$ cat src/rtl/team_06_i2c_pkg.sv
// Shared types and constants for the I2C write-only master.
package team_06_i2c_pkg;

  typedef enum logic [2:0] {
    IDLE,
    START,
    ADDR,
    ADDR_ACK,
    DATA,
    DATA_ACK,
    STOP
  } i2c_state_t;

  localparam logic [1:0] Q0 = 2'd0;
  localparam logic [1:0] Q1 = 2'd1;
  localparam logic [1:0] Q2 = 2'd2;
  localparam logic [1:0] Q3 = 2'd3;

  localparam logic I2C_WRITE_BIT = 1'b0;

  // First byte on the wire: 7-bit address followed by the R/W bit.
  function automatic logic [7:0] addr_byte(input logic [6:0] addr);
    return {addr, I2C_WRITE_BIT};
  endfunction

endpackage

$ cat src/rtl/team_06_i2c_master_tx_if.sv
// Request/status and pad-level signals between control logic, the master and the bus pads.
interface team_06_i2c_master_tx_if #(
  parameter int unsigned MAX_BYTES = 4,
  parameter int unsigned CW        = $clog2(MAX_BYTES + 1)
);

  logic                     start;
  logic [6:0]               dev_addr;
  logic [8*MAX_BYTES-1:0]   payload;
  logic [CW-1:0]            nbytes;
  logic                     sda_in;
  logic                     scl_in;
  logic                     sda_oe;
  logic                     scl_oe;
  logic                     busy;
  logic                     done;
  logic                     nack;

  modport master (
    input  start, dev_addr, payload, nbytes, sda_in, scl_in,
    output sda_oe, scl_oe, busy, done, nack
  );

  modport slave (
    output start, dev_addr, payload, nbytes, sda_in, scl_in,
    input  sda_oe, scl_oe, busy, done, nack
  );

endinterface

$ cat src/rtl/team_06_i2c_qtick.sv
// Quarter-SCL-period timer: counts QDIV clocks per quarter, freezes while hold is high.
module team_06_i2c_qtick
  import team_06_i2c_pkg::*;
#(
  parameter int unsigned QDIV = 125
) (
  input  logic       clk,
  input  logic       rst,
  input  logic       en,
  input  logic       hold,
  output logic       tick,
  output logic [1:0] qidx
);

  localparam int unsigned CNT_W = (QDIV > 1) ? $clog2(QDIV) : 1;
  localparam logic [CNT_W-1:0] LAST = CNT_W'(QDIV - 1);

  logic [CNT_W-1:0] cnt;

  // tick is kept equal to (cnt == LAST) so it is available as a flop output.
  always_ff @(posedge clk) begin
    if (rst || !en) begin
      cnt  <= '0;
      qidx <= Q0;
      tick <= 1'b0;
    end else if (!hold) begin
      if (tick) begin
        cnt  <= '0;
        qidx <= qidx + 2'd1;
        tick <= 1'b0;
      end else begin
        cnt  <= cnt + CNT_W'(1);
        tick <= ((cnt + CNT_W'(1)) == LAST);
      end
    end
  end

endmodule

$ cat src/rtl/team_06_i2c_master_tx.sv
// I2C write-only master: START, address+W, up to MAX_BYTES data bytes with ACK checks, STOP.
module team_06_i2c_master_tx
  import team_06_i2c_pkg::*;
#(
  parameter int unsigned QDIV      = 125,
  parameter int unsigned MAX_BYTES = 4,
  parameter int unsigned CW        = $clog2(MAX_BYTES + 1)
) (
  input  logic                         clk,
  input  logic                         rst,
  team_06_i2c_master_tx_if.master      bus
);

  i2c_state_t                 state;
  logic [6:0]                 addr_q;
  logic [MAX_BYTES-1:0][7:0]  payload_q;
  logic [CW-1:0]              count;
  logic [CW-1:0]              byte_idx;
  logic [CW-1:0]              byte_next;
  logic [2:0]                 bit_cnt;
  logic [7:0]                 shreg;
  logic [7:0]                 abyte;
  logic [7:0]                 nxt_byte;
  logic                       ack_smp;
  logic                       tick;
  logic                       hold;
  logic                       step;
  logic [1:0]                 qidx;

  assign abyte     = addr_byte(addr_q);
  assign byte_next = byte_idx + CW'(1);
  // Slave stretches by holding SCL low after we released it in the high half of a bit.
  assign hold      = qidx[1] && !bus.scl_oe && !bus.scl_in;
  assign step      = tick && !hold;

  team_06_i2c_qtick #(.QDIV(QDIV)) u_qtick (
    .clk  (clk),
    .rst  (rst),
    .en   (state != IDLE),
    .hold (hold),
    .tick (tick),
    .qidx (qidx)
  );

  always_comb begin
    nxt_byte = 8'h00;
    for (int unsigned i = 0; i < MAX_BYTES; i++) begin
      if (byte_next == CW'(i)) nxt_byte = payload_q[i];
    end
  end

  // Outputs are updated on the same edge as qidx so they always match the current quarter.
  always_ff @(posedge clk) begin
    if (rst) begin
      state      <= IDLE;
      bus.sda_oe <= 1'b0;
      bus.scl_oe <= 1'b0;
      bus.busy   <= 1'b0;
      bus.done   <= 1'b0;
      bus.nack   <= 1'b0;
      addr_q     <= '0;
      payload_q  <= '0;
      count      <= '0;
      byte_idx   <= '0;
      bit_cnt    <= '0;
      shreg      <= '0;
      ack_smp    <= 1'b0;
    end else begin
      bus.done <= 1'b0;
      if (state == IDLE) begin
        bus.sda_oe <= 1'b0;
        bus.scl_oe <= 1'b0;
        if (bus.start) begin
          state     <= START;
          bus.busy  <= 1'b1;
          bus.nack  <= 1'b0;
          addr_q    <= bus.dev_addr;
          payload_q <= bus.payload;
          count     <= (bus.nbytes > CW'(MAX_BYTES)) ? CW'(MAX_BYTES) : bus.nbytes;
          byte_idx  <= '0;
        end
      end else if (step) begin
        case (qidx)
          Q1: begin
            bus.scl_oe <= 1'b0;
            if (state == START) bus.sda_oe <= 1'b1;
          end
          Q2: begin
            if (state == STOP) bus.sda_oe <= 1'b0;
            if (state == ADDR_ACK || state == DATA_ACK) ack_smp <= bus.sda_in;
          end
          Q3: begin
            bus.scl_oe <= 1'b1;
            case (state)
              START: begin
                state      <= ADDR;
                bit_cnt    <= '0;
                bus.sda_oe <= ~abyte[7];
                shreg      <= {abyte[6:0], 1'b0};
              end
              ADDR, DATA: begin
                if (bit_cnt == 3'd7) begin
                  state      <= (state == ADDR) ? ADDR_ACK : DATA_ACK;
                  bus.sda_oe <= 1'b0;
                end else begin
                  bit_cnt    <= bit_cnt + 3'd1;
                  bus.sda_oe <= ~shreg[7];
                  shreg      <= {shreg[6:0], 1'b0};
                end
              end
              ADDR_ACK: begin
                if (ack_smp || count == '0) begin
                  bus.nack   <= ack_smp;
                  state      <= STOP;
                  bus.sda_oe <= 1'b1;
                end else begin
                  state      <= DATA;
                  bit_cnt    <= '0;
                  bus.sda_oe <= ~payload_q[0][7];
                  shreg      <= {payload_q[0][6:0], 1'b0};
                end
              end
              DATA_ACK: begin
                if (ack_smp || byte_next == count) begin
                  bus.nack   <= ack_smp;
                  state      <= STOP;
                  bus.sda_oe <= 1'b1;
                end else begin
                  byte_idx   <= byte_next;
                  state      <= DATA;
                  bit_cnt    <= '0;
                  bus.sda_oe <= ~nxt_byte[7];
                  shreg      <= {nxt_byte[6:0], 1'b0};
                end
              end
              STOP: begin
                state      <= IDLE;
                bus.scl_oe <= 1'b0;
                bus.sda_oe <= 1'b0;
                bus.busy   <= 1'b0;
                bus.done   <= 1'b1;
              end
              default: state <= IDLE;
            endcase
          end
          default: ;
        endcase
      end
    end
  end

endmodule

$ cat src/flat_wrapper.sv
// flat-port wrapper written by rule: the top's interface ports become plain ports
module team_06_i2c_master_tx_flat import team_06_i2c_pkg::*;
#(
  parameter int unsigned QDIV      = 125,
  parameter int unsigned MAX_BYTES = 4,
  parameter int unsigned CW        = $clog2(MAX_BYTES + 1)
)
  (clk, rst, bus_start, bus_dev_addr, bus_payload, bus_nbytes, bus_sda_in, bus_scl_in, bus_sda_oe, bus_scl_oe, bus_busy, bus_done, bus_nack);
  team_06_i2c_master_tx_if #(.MAX_BYTES(MAX_BYTES), .CW(CW)) bus_i ();
  input  logic clk;
  input  logic rst;
  input wire logic [$bits(bus_i.start)-1:0] bus_start;
  input wire logic [$bits(bus_i.dev_addr)-1:0] bus_dev_addr;
  input wire logic [$bits(bus_i.payload)-1:0] bus_payload;
  input wire logic [$bits(bus_i.nbytes)-1:0] bus_nbytes;
  input wire logic [$bits(bus_i.sda_in)-1:0] bus_sda_in;
  input wire logic [$bits(bus_i.scl_in)-1:0] bus_scl_in;
  output wire logic [$bits(bus_i.sda_oe)-1:0] bus_sda_oe;
  output wire logic [$bits(bus_i.scl_oe)-1:0] bus_scl_oe;
  output wire logic [$bits(bus_i.busy)-1:0] bus_busy;
  output wire logic [$bits(bus_i.done)-1:0] bus_done;
  output wire logic [$bits(bus_i.nack)-1:0] bus_nack;
  assign bus_i.start = bus_start;
  assign bus_i.dev_addr = bus_dev_addr;
  assign bus_i.payload = bus_payload;
  assign bus_i.nbytes = bus_nbytes;
  assign bus_i.sda_in = bus_sda_in;
  assign bus_i.scl_in = bus_scl_in;
  assign bus_sda_oe = bus_i.sda_oe;
  assign bus_scl_oe = bus_i.scl_oe;
  assign bus_busy = bus_i.busy;
  assign bus_done = bus_i.done;
  assign bus_nack = bus_i.nack;
  team_06_i2c_master_tx #(.QDIV(QDIV), .MAX_BYTES(MAX_BYTES), .CW(CW)) u_core (.clk(clk), .rst(rst), .bus(bus_i));
endmodule
$ cat config.mk
export PLATFORM = sky130hd
export DESIGN_NAME = team_06_i2c_master_tx_flat
export DESIGN_NICKNAME = d
export VERILOG_FILES = /design/src/rtl/team_06_i2c_pkg.sv /design/src/rtl/team_06_i2c_master_tx_if.sv /design/src/rtl/team_06_i2c_qtick.sv /design/src/rtl/team_06_i2c_master_tx.sv /design/src/flat_wrapper.sv
export SDC_FILE = /design/constraint.sdc
export NUM_CORES = 1
export LEC_CHECK = 0
export ABC_AREA = 1
export ABC_CLOCK_PERIOD_IN_PS = 2900
export CAP_MARGIN = 20
export CORE_UTILIZATION = 45
export DETAILED_ROUTE_END_ITERATION = 7
export DONT_BUFFER_PORTS = 1
export PLACE_DENSITY_LB_ADDON = 0.25
export SLEW_MARGIN = 20
export SYNTH_ARGS = -nofsm -noshare
export SYNTH_HDL_FRONTEND = slang
export SYNTH_HIERARCHICAL = 1
export SYNTH_SLANG_ARGS = --single-unit
$ cat constraint.sdc
create_clock -name clk -period 2.9 [get_ports clk]
set_clock_uncertainty 0.05 [all_clocks]
set_input_delay 0.58 -clock clk [delete_from_list [all_inputs] [get_ports clk]]
set_output_delay 0.58 -clock clk [all_outputs]
set_load 0.03 [all_outputs]
==> metrics.md <==
| Metric | Value |
|---|---|
| First-pass GRT wire length | 15400 um |
| Gp weighted congestion | 0.879 |
| Total track usage | 22.0% |
| Root Driver | clkbuf_8 |
| Crit end category | flop |
| Starting Density | 47.0% |
| Syn nets | between 600 and 700 |
| Die X | 95.4 um |
| Ports | 52 |
| Maximum clock frequency | 454 MHz |
| Fraction of registers with async set/reset | 0% |
| Max IR drop VDD | approximately 0.35 mV |
| Synth top area cells | dfxtp_1 38%, nand2_1 15%, a21oi_1 9.6%, nand3_1 6.4%, inv_1 6.0% |
| Post-route ant nets | 0 |
| Register bit count reported by yosys | 74 |
| WL per Instance | between 10 and 15 um |
| Number of vias per cell | 5.33 |
| Slew Limit Fails | 0 |
| DRC | 0 |
| Post-CTS Setup Bufs | 0 |
| Worst skew pair latency | 0.35 ns |
| Vias in the first global route | 3299 |
| Post-synth EDFFs | 0 |
| Syn Std Cell Area | around 4000 um^2 |
| Number of DRC markers in iteration 0 | 146 |
| Longest Clk Path Bufs | 2 |
| Count of input and output buffers | 0 |
| Most used DFF post-synth | dfxtp_1 |
| WL final | 9360 um |
| CTS Hold Buffers Added | 0 |
| Final Cycle Share | 76.0% |
| Area growth, synth to finish | 5.58% |
| Top-area cell type share of the netlist area | between 30% and 40% |
| Inst Count DP | 661 |
| Status | completed |
| Mean Syn Cell Area | 6.73 um^2 |
| Worst min path class | input port to flop |
| Num CTS Buffers | 9 |
| CTS HTree Levels | 3 |
| WP data arrival | 2.44 ns |
| Via count | 3610 |
| Endpoints failing setup | 0 |
| Die Ht | between 90 and 100 um |
| Tmin final | ~2.2 ns |
| Clock sink count | 74 |
| Layout Cells excl Fill | 677 |
| Setup CP Type | flop to flop |
| Hpwl dp | 6620 um |
| # nets final | 623 |
| Max-Cap Viols | 0 |
| CTS tree | yes |
| Grt ovf | 0 |
| Core ar. | 8340 um^2 |
| Leak | ~1.6 nW |
| Crit path max fanout | 12 |
| # rows | 33 |
| Pin count of the biggest net entering global routing | 59 |
| Drt first pass iters | 5 |
| # diodes | 0 |
| WP data required | 3.13 ns |
| Hold Fails Final Rpt | 0 |
| Syn Inst Count | 583 |
| Pwr Density | 770 nW/um^2 |
| Clock Pin Slew Worst Setup and Hold Paths | around 0.08 ns |
| Initial antenna violation count | 0 |
| Die area | 9090 um^2 |
| Register area share after synthesis | 37.8% |
| YS warnings | 6 |
| Share of cells above drive strength 1 | 8.74% |
| Sum Neg Setup Slack | 0 ns |
| Unique masters post-synth | 34 |
| Cell taking the most area after synthesis | dfxtp_1 |
| Post-CTS Resized | 0 |
| Worst slew pin tran | 0.543 ns |
| RSZ-0062 raised after global routing | no |
| Startpoint Class | flop |
| Slew headroom | 63.8% |
==> cell usage after synthesis, types with 2 or more instances <==
cell type / instances
nand2_1: 152
a21oi_1: 75
dfxtp_1: 74
inv_1: 63
nand3_1: 50
nor2_1: 37
o21ai_0: 29
nand4_1: 13
clkbuf_1: 11
buf_2: 10
ha_1: 9
o21ai_1: 7
a21oi_2: 6
nand2_2: 6
nor3_1: 6
inv_2: 5
nor2_4: 4
buf_6: 3
nor2_2: 3
buf_1: 2
buf_4: 2
nand2_4: 2
nand3_2: 2
o21ai_2: 2
==> per-stage QoR <==
step / power (mW) / cell area [um^2] / worst slack, ns / hold WS [ns] / util, %
2_1_floorplan: 2.15 / 3920 / 1.06 / 0.375 / -
3_5_place_dp: 2.30 / 3920 / 0.739 / 0.399 / 47.0
6_report: 3.19 / 4140 / 0.697 / 0.234 / 49.7
5_1_grt: 3.42 / 4140 / 0.399 / 0.226 / 49.7
3_3_place_gp: 2.28 / 3920 / 0.787 / 0.394 / 47.0
4_1_cts: 3.21 / 4140 / 0.705 / 0.225 / 49.7
==> layout by cell type (no fill, tap or decap), types with 2 or more instances in the layout <==
| master | synthesis | layout |
|---|---|---|
| a21oi_1 | 75 | 75 |
| bufinv_16 | 0 | 2 |
| inv_1 | 63 | 63 |
| o21ai_1 | 7 | 7 |
| nor2_1 | 37 | 37 |
| ha_1 | 9 | 9 |
| o21ai_0 | 29 | 29 |
| inv_2 | 5 | 5 |
| nand3_1 | 50 | 50 |
| a21oi_2 | 6 | 6 |
| inv_6 | 0 | 2 |
| clkinvlp_4 | 0 | 2 |
| nor2_2 | 3 | 3 |
| clkbuf_8 | 0 | 9 |
| nand3_2 | 2 | 2 |
| nor2_4 | 4 | 4 |
| dfxtp_1 | 74 | 74 |
| nand2_1 | 152 | 151 |
| nand2_2 | 6 | 7 |
| nand2_4 | 2 | 2 |
| o21ai_2 | 2 | 2 |
| nor3_1 | 6 | 6 |
| nand4_1 | 13 | 13 |
==> layer usage <==
| metal | GRT usage, % | vias up | part of all wire, % |
|---|---|---|---|
| li1 | - | 1859 | - |
| met1 | 28.5 | 1640 | 46 |
| met2 | 36.4 | 100 | 46 |
| met3 | 4.47 | 11 | 6.7 |
| met4 | 7.20 | 0 | 1.0 |
| met5 | 0 | - | 0 |
==> worst max-delay path, cell delays in order (launching register included) <==
cell	delay [ns]
dfxtp_1	0.43
ha_1	0.22
inv_1	0.06
nand2_1	0.06
nand2_1	0.22
nand2_1	0.40
o21ai_0	0.17
inv_1	0.08
nand2_1	0.05
nand2_1	0.06
nand2_1	0.06
nand2_1	0.08
nand2_1	0.08
a21oi_1	0.13
==> sequential cells by signal (all words and copies together), names as in the netlist <==
register / flops
u_core/payload_q: 32
u_core/addr_q: 7
u_core/shreg: 7
u_core/u_qtick/cnt: 7
u_core/bit_cnt: 3
u_core/byte_idx: 3
u_core/count: 3
u_core/state: 3
u_core/u_qtick/qidx: 2
u_core/ack_smp: 1
u_core/bus.busy: 1
u_core/bus.done: 1
u_core/bus.nack: 1
u_core/bus.scl_oe: 1
u_core/bus.sda_oe: 1
u_core/u_qtick/tick: 1
==> final timing paths <==
path | from | end | slack [ns] | depth (start not counted)
worst max register to register | u_core/byte_idx[0] | u_core/bus.sda_oe | 0.70 | 13
worst min register to register | u_core/payload_q[19] | u_core/payload_q[19] | 0.41 | 2
worst max-delay path | u_core/byte_idx[0] | u_core/bus.sda_oe | 0.70 | 13
worst min-delay path | rst | u_core/bus.nack | 0.23 | 1
==> logic make-up (layout without fill, tap and decap cells) <==
| kind of cell | after synthesis | count (layout) | share of synthesized area, % |
|---|---|---|---|
| buffers and inverters | 97 | 86 | 10.4 |
| XOR/XNOR | 1 | 1 | 0.223 |
| adder cells (fa/ha/maj) | 9 | 9 | 2.87 |
| AND/OR/NAND/NOR | 276 | 276 | 31.4 |
| flip-flops | 74 | 74 | 37.8 |
| AO/OA/AOI/OAI | 126 | 126 | 17.4 |
==> power breakdown <==
group / internal (mW) / total [mW] / switching (mW) / leakage (nW)
Clock: 0.492 / 0.910 / 0.418 / 0.106
Sequential: 1.17 / 1.29 / 0.123 / 0.604
Combinational: 0.300 / 0.986 / 0.687 / 0.929
==> area by class of cell <==
class	count	area, um^2
Inverter	69	259
Clock inverter	7	101
Fill cell	869	4200
Tap cell	105	131
Timing Repair Buffer	1	7.51
Multi-Input combinational cell	412	2040
Sequential cell	74	1480
Clock buffer	9	124
Power figures use the tool's default switching activity.
